File: src/rtl/vga_timing_gen.sv
// Free-running VGA raster generator: pixel/line counters with registered
// sync/blank decodes, a frame-start strobe and a completed-frame counter.
module vga_timing_gen #(
  parameter int H_ACTIVE = 800,
  parameter int H_FP     = 40,
  parameter int H_SYNC   = 128,
  parameter int H_BP     = 88,
  parameter int V_ACTIVE = 600,
  parameter int V_FP     = 1,
  parameter int V_SYNC   = 4,
  parameter int V_BP     = 23
) (
  input  logic        clk,
  input  logic        rst,
  input  logic        en,
  output logic [10:0] hcount_out,
  output logic [10:0] vcount_out,
  output logic        hsync_out,
  output logic        hblnk_out,
  output logic        vsync_out,
  output logic        vblnk_out,
  output logic        frame_start,
  output logic [15:0] frame_cnt
);

  localparam int H_TOTAL = H_ACTIVE + H_FP + H_SYNC + H_BP;
  localparam int V_TOTAL = V_ACTIVE + V_FP + V_SYNC + V_BP;

  localparam logic [10:0] H_LAST   = 11'(H_TOTAL - 1);
  localparam logic [10:0] V_LAST   = 11'(V_TOTAL - 1);
  localparam logic [10:0] H_BLNK   = 11'(H_ACTIVE);
  localparam logic [10:0] HS_BEG   = 11'(H_ACTIVE + H_FP);
  localparam logic [10:0] HS_END   = 11'(H_ACTIVE + H_FP + H_SYNC);
  localparam logic [10:0] V_BLNK   = 11'(V_ACTIVE);
  localparam logic [10:0] VS_BEG   = 11'(V_ACTIVE + V_FP);
  localparam logic [10:0] VS_END   = 11'(V_ACTIVE + V_FP + V_SYNC);

  logic [10:0] h_nxt, v_nxt;
  logic        wrap;

  always_comb begin
    h_nxt = hcount_out + 11'd1;
    v_nxt = vcount_out;
    wrap  = 1'b0;
    if (hcount_out == H_LAST) begin
      h_nxt = '0;
      if (vcount_out == V_LAST) begin
        v_nxt = '0;
        wrap  = 1'b1;
      end else begin
        v_nxt = vcount_out + 11'd1;
      end
    end
  end

  // Decodes are taken from the next-state counts so every output of one
  // register stage describes the same pixel.
  always_ff @(posedge clk or negedge rst) begin
    if (!rst) begin
      hcount_out  <= '0;
      vcount_out  <= '0;
      hsync_out   <= 1'b0;
      hblnk_out   <= 1'b0;
      vsync_out   <= 1'b0;
      vblnk_out   <= 1'b0;
      frame_start <= 1'b0;
      frame_cnt   <= '0;
    end else begin
      frame_start <= 1'b0;
      if (en) begin
        hcount_out  <= h_nxt;
        vcount_out  <= v_nxt;
        hblnk_out   <= (h_nxt >= H_BLNK);
        hsync_out   <= (h_nxt >= HS_BEG) && (h_nxt < HS_END);
        vblnk_out   <= (v_nxt >= V_BLNK);
        vsync_out   <= (v_nxt >= VS_BEG) && (v_nxt < VS_END);
        frame_start <= wrap;
        if (wrap) frame_cnt <= frame_cnt + 16'd1;
      end
    end
  end

endmodule

File: config.mk
export PLATFORM = sky130hd
export DESIGN_NAME = vga_timing_gen
export DESIGN_NICKNAME = d
export VERILOG_FILES = /design/src/rtl/vga_timing_gen.sv
export SDC_FILE = /design/constraint.sdc
export NUM_CORES = 1
export LEC_CHECK = 0
export BUFFER_PORTS_ARGS = -buffer_cell sky130_fd_sc_hd__buf_2
export CELL_PAD_IN_SITES_DETAIL_PLACEMENT = 0
export CELL_PAD_IN_SITES_GLOBAL_PLACEMENT = 1
export CORE_AREA = 2 2 91 75
export DETAILED_ROUTE_END_ITERATION = 8
export DIE_AREA = 0 0 93 77
export PLACE_DENSITY = 0.82
export SETUP_SLACK_MARGIN = 0.4
export SLEW_MARGIN = 15
export SYNTH_ARGS = -nofsm -noshare
export SYNTH_HDL_FRONTEND = slang
export SYNTH_SLANG_ARGS = --single-unit
File: constraint.sdc
create_clock -name clk -period 3.15 [get_ports clk]
set_input_delay 0.63 -clock clk [delete_from_list [all_inputs] [get_ports clk]]
set_output_delay 0.63 -clock clk [all_outputs]
set_load 0.05 [all_outputs]
==> reports/results.ini <==
[route]
final_antenna_net_count=0
vias=2147
routed_wl_um=5870
dr.pass1.iters=4
viasPerCell=5.42
route.detailed.drc=0
drt_iter0_markers=118
wire_per_inst_um=14.8

[finish]
seq_area_sq_um=1080
layout_commonest_cell=buf_2
area_delta_synth_final_pct=13.9
nets=317
drive_above_1_share_pct=24.7
num_antenna_cells=0
fill_cells=634
multi_input_area_sq_um=1350
final_cell_mix=45 x buf_2, 39 x dfrtp_1, 23 x nand2_1
utilization_pct=46.5

[sta]
rsz0062_at_grt=false
fmax_ghz=0.392
worstMarginPinSlew_ns=0.984
tns_ns=0
slew_headroom_pct=34.4
clock_skew_ns=0.00680
slew_viol_final=0
finalCritPeriodShare_pct=81.0
post-route-min-period_ns=2.55
finalSetupViolations=0
hold_viol=0

[cts]
cts_tree=yes
clockRootBuffer=clkbuf_8
cts_hold_buffers=0
postCtsSetupRepairBufs=0
htree_levels=2
cts_resized=0
numCtsBuffers=5
clk_latency_ns=0.31
clock_sinks=43
cts.path.max_buffers=2
clk_pin_slew_worst_paths_ns=0.09

[hold_path]
hold_depth=1
hold_path_class=flip-flop to flip-flop

[synthesis]
ys_seq_elements=43
synth-async-reset-ratio_pct=100
ys.flop_type=dfrtp_1
synth_cell_types=52
avgSynthCellArea_sq_um=9.21
synth-edff-count=0
yosysWarnings=0
syn_inst=277
yosysSeqAreaShare_pct=42.2
syn-cell-area_sq_um=2550
synth_nets=283

[power_and_ir_drop]
p_leak_nw=1.34
ir_drop_mv=0.355
power_density_nw_per_um2=525
total_power_mw=1.52

[critical_path]
crit_type=flip-flop to flip-flop
crit_path_end=vsync_out
reg2reg_depth=6
r2r-start=hcount_out[6]
cp.required_ns=3.34
startpoint_type=flip-flop
cp-startpoint=hcount_out[6]
r2r_end=vsync_out
rrSetupSlack_ns=0.60
cp_max_fo=11
critPathArrivalTime_ns=2.75
end_kind=flip-flop

[die]
pin_count=46
initial_core_util_pct=40.8
num_rows=26
core_sq_um=6250
die_w_um=93
fp.dieH_um=77
dieArea_sq_um=7160

[global_routing]
grt.overflow.total=0
grt_max_degree=44
grt_pass1_vias=2010
antenna_found_initial=0
grt_pass1_wl_um=10200
grt_usage_pct=17.7

[flow_run]
max_cap_violations=0

[placement]
hpwl_um=4050
routabilityCongestion=0.838
numPortBuffers=45

[run_status]
status=finished, final reports clean

per-layer routing:
metal,GRT usage [%],wire length (um),up-vias
met5,0,0,-
met4,3.97,53,0
met3,4.62,281,5
met2,25.2,2530,49
met1,26.7,3000,1020
li1,-,-,1073
critical path, stage by stage, from the launching register on:
cell and delay, ns:
dfrtp_2 0.49, or4_4 0.59, or2_4 0.29, or4_4 0.43, xor2_2 0.17, nand4_1 0.11, o41ai_1 0.35
report_power, final:
part	switching, mW	internal (mW)	total (mW)
Clock	0.208	0.155	0.362
Combinational	0.344	0.138	0.482
Sequential	0.0785	0.602	0.680
per-stage QoR:
step	hold slack (ns)	instance area, sq um	cells	setup WS (ns)
after global placement	0.460	2810	388	0.625
after floorplan	0.334	2560	277	0.400
after CTS	0.475	2900	396	0.481
after detailed placement	0.458	2810	388	0.525
after global routing	0.516	2910	396	0.421
final	0.472	2910	396	0.597
flip-flops by register name (all words and copies together), names as in the netlist:
name         flops
frame_cnt       16
hcount_out      11
vcount_out      11
frame_start      1
hblnk_out        1
hsync_out        1
vblnk_out        1
vsync_out        1
worst min path at each step:
stage / start / end / slack, ns
finish: frame_cnt[15] / frame_cnt[15] / 0.47
global placement: frame_cnt[15] / frame_cnt[15] / 0.46
CTS: frame_cnt[15] / frame_cnt[15] / 0.47
floorplan: rst / frame_cnt[0] / 0.33
detailed placement: frame_cnt[15] / frame_cnt[15] / 0.46
global route: frame_cnt[15] / frame_cnt[15] / 0.52
cells in the mapped netlist, types with 3 or more instances:
cell type	number	area, sq um
o31ai_1	5	37.5
buf_6	3	33.8
inv_1	6	22.5
nand2_1	23	86.3
clkbuf_1	12	45.0
and3_1	9	56.3
nand4b_1	3	26.3
o21ai_0	13	65.1
buf_2	5	25.0
a31oi_1	7	43.8
nand4_1	13	81.3
nor3b_1	3	22.5
a21oi_1	11	55.1
o41ai_1	3	26.3
xor2_1	12	105
nand2b_1	5	31.3
nor2_1	19	71.3
dfrtp_1	43	1080
xnor2_1	17	149
nand3_1	20	100
ha_1	3	37.5
nor4_1	3	18.8
final cells by class:
class | instances | share of cell area, %
Clock inverter | 3 | 0.689
Tap cell | 84 | 3.62
Multi-Input combinational cell | 205 | 46.3
Timing Repair Buffer | 50 | 9.04
Inverter | 6 | 0.775
Clock buffer | 5 | 2.37
Sequential cell | 43 | 37.2
cell families (layout without fill, tap and decap cells):
logic type	count (synthesis)	count (layout)	share of synthesized area, %
AOI/OAI and AO/OA	52	52	13.5
muxes	3	3	1.28
and+or+nand+nor	118	118	26.0
xor gates and xnor gates	29	29	9.96
buffers and inverters	29	64	5.54
adders and majority gates	3	3	1.47
DFF	43	43	42.2
(Power assumes the default switching activity.)
